<file path="config.mk">
export PLATFORM = sky130hd
export DESIGN_NAME = pc_fetch_ctrl
export DESIGN_NICKNAME = d
export VERILOG_FILES = /design/src/rtl/pc_fetch_ctrl.sv
export SDC_FILE = /design/constraint.sdc
export NUM_CORES = 1
export LEC_CHECK = 0
export ABC_AREA = 1
export CORE_MARGIN = 2
export CORE_UTILIZATION = 48
export DETAILED_ROUTE_END_ITERATION = 16
export GPL_ROUTABILITY_DRIVEN = 1
export PLACE_DENSITY_LB_ADDON = 0.2
export SLEW_MARGIN = 20
export SYNTH_ARGS = -nofsm -noshare
export SYNTH_HDL_FRONTEND = slang
export SYNTH_SLANG_ARGS = --single-unit
</file>
<file path="constraint.sdc">
create_clock -name clk -period 2.4 [get_ports clk]
set_input_delay 0.72 -clock clk [delete_from_list [all_inputs] [get_ports clk]]
set_output_delay 0.72 -clock clk [all_outputs]
set_load 0.02 [all_outputs]
</file>
<file path="src/rtl/pc_fetch_ctrl.sv">
// Instruction-fetch sequencer: owns the PC, issues one IMEM request at a time and
// holds the fetched instruction for decode until it is accepted or redirected away.
module pc_fetch_ctrl #(
  parameter logic [31:0] RESET_PC       = 32'h0000_0000,
  parameter int unsigned TIMEOUT_CYCLES = 16
) (
  input  logic        clk,
  input  logic        rst_n,
  input  logic        stall,
  input  logic        redirect_valid,
  input  logic [31:0] redirect_pc,
  output logic        imem_req,
  output logic [31:0] imem_addr,
  input  logic        imem_ack,
  input  logic [31:0] imem_rdata,
  output logic        if_valid,
  output logic [31:0] if_instr,
  output logic [31:0] if_pc,
  output logic [31:0] if_pc_plus4,
  output logic        fetch_timeout
);

  typedef enum logic [1:0] {
    ST_BOOT,
    ST_REQ,
    ST_HOLD,
    ST_ERR
  } state_t;

  // A zero timeout still needs a 1-bit counter so the declarations stay legal.
  localparam int unsigned      CNT_W       = (TIMEOUT_CYCLES == 0) ? 1 : $clog2(TIMEOUT_CYCLES + 1);
  localparam logic [CNT_W-1:0] TIMEOUT_VAL = CNT_W'(TIMEOUT_CYCLES);
  localparam bit               TIMEOUT_EN  = (TIMEOUT_CYCLES != 0);

  state_t             r_state;
  state_t             w_state_nxt;
  logic [31:0]        r_pc;
  logic [31:0]        w_pc_nxt;
  logic [31:0]        w_pc_plus4;
  logic [31:0]        w_redirect_target;
  logic [CNT_W-1:0]   r_wait_cnt;
  logic [CNT_W-1:0]   w_cnt_nxt;
  logic [CNT_W-1:0]   w_cnt_inc;
  logic               w_capture;
  logic [31:0]        r_if_instr;
  logic [31:0]        r_if_pc;
  logic [31:0]        r_if_pc_plus4;

  assign w_pc_plus4        = r_pc + 32'd4;
  assign w_redirect_target = redirect_pc & 32'hFFFF_FFFC;
  assign w_cnt_inc         = r_wait_cnt + 1'b1;

  // NOTE: every signal driven here gets a default first so no path can infer a latch.
  always_comb begin
    w_state_nxt = r_state;
    w_pc_nxt    = r_pc;
    w_cnt_nxt   = r_wait_cnt;
    w_capture   = 1'b0;

    unique case (r_state)
      ST_BOOT: w_state_nxt = ST_REQ;
      ST_REQ: begin
        if (imem_ack) begin
          w_capture   = 1'b1;
          w_pc_nxt    = w_pc_plus4;
          w_cnt_nxt   = '0;
          w_state_nxt = ST_HOLD;
        end else if (TIMEOUT_EN) begin
          w_cnt_nxt = w_cnt_inc;
          if (w_cnt_inc == TIMEOUT_VAL) w_state_nxt = ST_ERR;
        end
      end
      ST_HOLD: begin
        if (!stall) w_state_nxt = ST_REQ;
      end
      ST_ERR: w_state_nxt = ST_ERR;
    endcase

    // Redirect overrides everything short of the fault state, including a same-cycle ack.
    if (redirect_valid && (r_state != ST_ERR)) begin
      w_pc_nxt    = w_redirect_target;
      w_cnt_nxt   = '0;
      w_capture   = 1'b0;
      w_state_nxt = ST_REQ;
    end
  end

  // NOTE: sequential state uses non-blocking assignments so all registers update together.
  always_ff @(posedge clk) begin
    if (!rst_n) r_state <= ST_BOOT;
    else        r_state <= w_state_nxt;
  end

  always_ff @(posedge clk) begin
    if (!rst_n) begin
      r_pc          <= RESET_PC;
      r_wait_cnt    <= '0;
      r_if_instr    <= '0;
      r_if_pc       <= '0;
      r_if_pc_plus4 <= '0;
    end else begin
      r_pc       <= w_pc_nxt;
      r_wait_cnt <= w_cnt_nxt;
      if (w_capture) begin
        r_if_instr    <= imem_rdata;
        r_if_pc       <= r_pc;
        r_if_pc_plus4 <= w_pc_plus4;
      end
    end
  end

  // The held instruction is valid exactly while in HOLD; the fault flag is the ERR state.
  assign imem_req      = (r_state == ST_REQ);
  assign imem_addr     = r_pc;
  assign if_valid      = (r_state == ST_HOLD);
  assign if_instr      = r_if_instr;
  assign if_pc         = r_if_pc;
  assign if_pc_plus4   = r_if_pc_plus4;
  assign fetch_timeout = (r_state == ST_ERR);

endmodule

</file>
==> results.toml, run 1 <==
[status]
outcome = "finished, final reports clean"

[synth]
synth_area_per_cell_sq_um = 7.01
yosys-top-cells-count = "nand2_1, dfxtp_1, nor2_1, o21ai_0, a21oi_1"
ys_ff_latch = 129
synth_edf_count = 0
yosysWarningCount = 0
synth_ff_type = "dfxtp_1"
yosysMostFrequentCell = "nand2_1"
syn_inst = 784
synth_area_sq_um = 5490
yosysUniqueCellTypes = 30
async_flop_share = 0
synth_top_area_cell = "dfxtp_1"
yosysTopAreaCellShare = 0.470
seq_area_frac_synth = 0.470
netlist_top_cells_area = "dfxtp_1, nand2_1, nor2_1"

[pwr]
p_sw_w = 0.00136
p_comb_frac = 0.139
peakVddDrop_v = 0.000454
seqPwrFrac = 0.423
p_leak_nw = 3.18
power.internal_w = 0.00412
p_total_w = 0.00548
clkPwrFrac = 0.438
power.share.switching = 0.248
p_per_area_nw_per_um2 = 673

[worst_setup_path]
required_ns = 1.68
end_kind = "output pin"
cp_slowest_cell = "clkdlybuf4s50_1"
critPathMaxStageDelay_ns = 0.60
worstSetupPathType = "reg2out"
worstReg2RegEnd = "if_pc_plus4[16]$_SDFFE_PN0P_"
crit-reg2reg-launch = "imem_addr[3]$_SDFFE_PN0P_"
path_max_fanout = 5
critPathCapture = "imem_addr[2]"
critPathLaunchType = "register"
reg2reg_depth = 7
crit_arrival_ns = 1.60
path_buf_inv = 2
critPathLaunch = "imem_addr[2]$_SDFFE_PN0P_"
crit_chain = "buf_4, clkdlybuf4s50_1"
reg2reg_setup_slack_ns = 0.46
critPathTopFamily = "buffers and inverters"
worstSetupPathDepth = 2

[detailed_routing]
wl_per_cell_microns = 14.4
wirelength_mm = 16.3
vias_per_cell = 5.03
dr_total_vias = 5678
drt_iter0_markers = 357
wl_met3_mm = 1.30
antenna_left = 0
drtPass1Iterations = 5
route.detailed.drc = 0
drt-met1-wl_mm = 6.97
dr_wl_met2_mm = 7.63
top_layer = "met4"

[floorplan]
core_area_sq_um = 11300
start_util = 0.487
die_area_sq_um = 12300
die_height_microns = 111
fp-row-count = 39
io_pins = 200
die_w_microns = 111

[final_layout]
fillers = 929
fin_nets = 1045
syn2layout_area_growth_pct = 48.3
diodes = 0
final_cells = 1128
final-seq-area_sq_um = 2580
multiInputGateArea_sq_um = 2490
final_layout_size_suffix_gt1_frac = 0.0650

[global_route]
grt_overflow = 0
grt_max_degree = 65
grt_pass1_vias = 5597
antenna_found_initial = 0
grt_pass1_wl_mm = 27.1
track_usage = 0.272

[sta]
finalSetupViolations = 0
period_minus_slack_ns = 2.32
finalCritPeriodShare = 0.966
finalSetupTns_ns = 0
finalClockSkew_ns = 0.00741
drv_slew = 0
hold_viol = 0
max_freq_mhz = 431
setup_slack_ns = 0.0814
holdWs_ns = 0.464
rsz0062_at_grt = "no"

[placed_design]
place_inst = 1098
place_ws_ns = 0.117
dp.final_hpwl_mm = 11.8
place.gp.congestion = 0.965
portBuffers = 191

[clock_network]
cts_max_path_buffers = 2
clkTransAtPathRegs_ns = 0.06
ctsHtreeMaxLevel = 4
clk_latency_ns = 0.41
post_cts_buffers = 0
ctsRootBufferMaster = "clkbuf_16"
numCtsBuffers = 17
cts_hold_buf = 0
cts_tree = "done"
clkSinkCount = 129
cts_resized = 0

[hold_path]
min_path_type = "reg2reg"

[run]
drv_cap = 0
kinds of logic (layout without fill, tap and decap cells):
family	Yosys count	after routing	synth area share
AOI/OAI and AO/OA	183	183	0.172
other	1	6	0.000683
adders and majority gates	2	2	0.00456
and+or+nand+nor	357	357	0.258
buffers and inverters	103	299	0.0804
xor gates and xnor gates	9	9	0.0144
DFF	129	129	0.470
area by class of cell:
| type | count | share of cell area |
|---|---|---|
| clock inverter | 4 | 0.00276 |
| timing repair buffer | 210 | 0.260 |
| clock buffer | 26 | 0.0662 |
| inverter | 59 | 0.0272 |
| tap | 143 | 0.0220 |
| multi-input combinational | 557 | 0.305 |
| sequential | 129 | 0.317 |
power by group through the flow:
stage / sequential [W] / combinational, W / clock (W)
floorplan: 0.00246 / 0.000259 / 0
global placement: 0.00236 / 0.000750 / 0
detailed placement: 0.00236 / 0.000756 / 0
CTS: 0.00232 / 0.000764 / 0.00243
global route: 0.00233 / 0.000825 / 0.00252
finish: 0.00232 / 0.000761 / 0.00240
state kept, by name, summed over array words and instances (netlist names):
register / cells
if_instr: 32
if_pc: 30
if_pc_plus4: 30
imem_addr: 30
r_wait_cnt: 5
r_state: 2
worst min-delay path, delay by kind of cell (launching register included):
family	cells	cell delay [ns]
DFF	1	0.31
AOI/OAI and AO/OA	1	0.05
and+or+nand+nor	1	0.06
cell usage in the layout, fill, tap and decap left out:
cell type	instances
nand2_1	202
a21oi_2	3
clkinv_1	1
buf_2	1
nor2_4	1
clkinv_2	3
nor2_1	119
nand4_1	1
buf_12	5
clkbuf_8	8
or2_2	1
inv_2	3
a211oi_1	1
a31oi_1	9
nor2_2	5
dlymetal6s2s_1	1
clkbuf_1	1
nand2_2	1
nand3_1	25
dfxtp_1	129
ha_1	2
clkinvlp_4	1
and3_1	1
xor2_1	8
clkbuf_16	17
xnor2_1	1
inv_1	55
conb_1	6
o21ai_1	3
o21ai_0	84
buf_4	14
clkdlybuf4s50_1	189
o21a_1	1
nor2_8	1
a21oi_1	82
worst min-delay path by stage:
stage / start / to / slack (ns) / depth (start not counted)
final: if_pc_plus4[8]$_SDFFE_PN0P_ / if_pc_plus4[8]$_SDFFE_PN0P_ / 0.46 / 2
after CTS: if_pc_plus4[30]$_SDFFE_PN0P_ / if_pc_plus4[30]$_SDFFE_PN0P_ / 0.47 / 2
after detailed placement: if_pc_plus4[30]$_SDFFE_PN0P_ / if_pc_plus4[30]$_SDFFE_PN0P_ / 0.46 / 2
after global routing: if_pc_plus4[27]$_SDFFE_PN0P_ / if_pc_plus4[27]$_SDFFE_PN0P_ / 0.49 / 2
after global placement: if_pc_plus4[12]$_SDFFE_PN0P_ / if_pc_plus4[12]$_SDFFE_PN0P_ / 0.45 / 2
after floorplan: r_wait_cnt[4]$_SDFFE_PP0N_ / r_wait_cnt[4]$_SDFFE_PP0N_ / 0.46 / 2
routing by layer:
| layer | vias to the layer above | GRT usage |
|---|---|---|
| met1 | 2582 | 0.324 |
| li1 | 2878 | - |
| met4 | 0 | 0.102 |
| met2 | 188 | 0.457 |
| met5 | - | 0 |
| met3 | 30 | 0.0913 |
metrics by stage:
stage | instance area, sq um | utilization
2_1_floorplan | 5510 | -
3_3_place_gp | 7580 | 0.673
3_5_place_dp | 7580 | 0.673
4_1_cts | 8140 | 0.723
5_1_grt | 8150 | 0.723
6_report | 8150 | 0.723
(Power assumes the default switching activity.)
==> run 2: changes to the inputs <==
--- a/config.mk
+++ b/config.mk
@@ -7,7 +7,7 @@
 export LEC_CHECK = 0
 export ABC_AREA = 1
 export CORE_MARGIN = 2
-export CORE_UTILIZATION = 48
+export CORE_UTILIZATION = 35
 export DETAILED_ROUTE_END_ITERATION = 16
 export GPL_ROUTABILITY_DRIVEN = 1
 export PLACE_DENSITY_LB_ADDON = 0.2
==> run 2 against run 1 <==
  * Utilization decreased by 18 points
  * Wire length increased by 5.6%
  * Critical path depth increased by 1
  * Design area increased by 0.77%
  * Largest cell class unchanged
  * Clock skew increased by 0.0023 ns
==> results.toml, run 2 (synthesized netlist as in run 1, its figures left out) <==
[worst_setup_path]
critPathLaunchType = "register"
crit_arrival_ns = 1.57
worstSetupPathType = "reg2out"
path_max_fanout = 4
required_ns = 1.68
end_kind = "output pin"

[run]
drv_cap = 0

[sta]
period_minus_slack_ns = 2.29
setup_slack_ns = 0.109
hold_viol = 0
max_freq_mhz = 437
finalSetupTns_ns = 0
rsz0062_at_grt = "no"
finalClockSkew_ns = 0.00970
finalCritPeriodShare = 0.954
finalSetupViolations = 0
drv_slew = 0

[detailed_routing]
wirelength_mm = 17.2
drtPass1Iterations = 4
wl_per_cell_microns = 14.4
route.detailed.drc = 0
vias_per_cell = 4.68
antenna_left = 0
dr_total_vias = 5584
drt_iter0_markers = 295

[global_route]
antenna_found_initial = 0
track_usage = 0.216
grt_pass1_wl_mm = 27.9
grt_max_degree = 49
grt_overflow = 0
grt_pass1_vias = 5427

[placed_design]
portBuffers = 191
dp.final_hpwl_mm = 12.4
placed_area_sq_um = 7690
place_ws_ns = 0.134
place.gp.congestion = 0.933

[pwr]
peakVddDrop_v = 0.000460
p_per_area_nw_per_um2 = 656
p_leak_nw = 3.17

[floorplan]
fp-row-count = 45
start_util = 0.360
die_height_microns = 129
io_pins = 200
core_area_sq_um = 15300
die_area_sq_um = 16700
die_w_microns = 129

[final_layout]
diodes = 0
final_layout_size_suffix_gt1_frac = 0.0601
final_area_sq_um = 8210
syn2layout_area_growth_pct = 49.5
final_util = 0.538
largest_register_ff_count = 32
final_common_cell = "nand2_1"
layout_common_cells = "nand2_1, clkdlybuf4s50_1, dfxtp_1"
fillers = 1527
fin_nets = 1046

[clock_network]
numCtsBuffers = 17
post_cts_buffers = 0
cts_tree = "done"
clkSinkCount = 129
ctsHtreeMaxLevel = 4
clkTransAtPathRegs_ns = 0.05
clk_latency_ns = 0.41
ctsRootBufferMaster = "clkbuf_16"
cts_max_path_buffers = 2

[status]
outcome = "finished, final reports clean"

[hold_path]
min_path_type = "reg2reg"
[run 2: layout make-up]
type,count,area [sq um],area share
Tap cell,211,264,0.0322
Timing Repair Buffer,211,2130,0.260
Clock buffer,26,519,0.0633
Multi-Input combinational cell,557,2490,0.303
Sequential cell,129,2580,0.315
Inverter,59,221,0.0270
[run 2: worst max-delay path: stages (launching register included)]
cell             delay (ns)
dfxtp_1                0.41
nand2_1                0.10
inv_1                  0.06
clkdlybuf4s50_1        0.60
[run 2: metal layers]
layer | GRT usage | share of wire | vias up
li1 | - | - | 2881
met1 | 0.265 | 0.45 | 2521
met2 | 0.348 | 0.45 | 168
met3 | 0.0875 | 0.081 | 14
met4 | 0.0684 | 0.014 | 0
met5 | 0 | 0 | -
[run 2: worst paths after layout]
kind                                  endpoint  cells past startpoint  slack [ns]                    startpoint
hold / removal    if_pc_plus4[23]$_SDFFE_PN0P_                      2        0.46  if_pc_plus4[23]$_SDFFE_PN0P_
setup / recovery                 fetch_timeout                      3        0.11       r_state[1]$_SDFFE_PP0P_
hold reg to reg   if_pc_plus4[23]$_SDFFE_PN0P_                      2        0.46  if_pc_plus4[23]$_SDFFE_PN0P_
setup reg to reg  if_pc_plus4[16]$_SDFFE_PN0P_                      7        0.42     imem_addr[2]$_SDFFE_PN0P_
[run 2: timing repair]
action / in CTS / in global routing
setup endpoints to repair: 0 / 1
resized for setup: 0 / 1
hold buffers: 0 / 0
[run 2: power by group]
| group | switching [W] | internal (W) | total [W] |
|---|---|---|---|
| Sequential | 0.0000764 | 0.00224 | 0.00232 |
| Clock | 0.000855 | 0.00145 | 0.00230 |
| Combinational | 0.000405 | 0.000359 | 0.000764 |
| Total | 0.00134 | 0.00405 | 0.00539 |
[run 2: per-stage QoR]
| stage | hold WS (ns) | std cells | total power, W |
|---|---|---|---|
| after floorplan | 0.458 | 789 | 0.00272 |
| after global placement | 0.451 | 1167 | 0.00313 |
| after detailed placement | 0.456 | 1167 | 0.00313 |
| after CTS | 0.461 | 1193 | 0.00545 |
| after global routing | 0.485 | 1193 | 0.00563 |
| final | 0.459 | 1193 | 0.00539 |
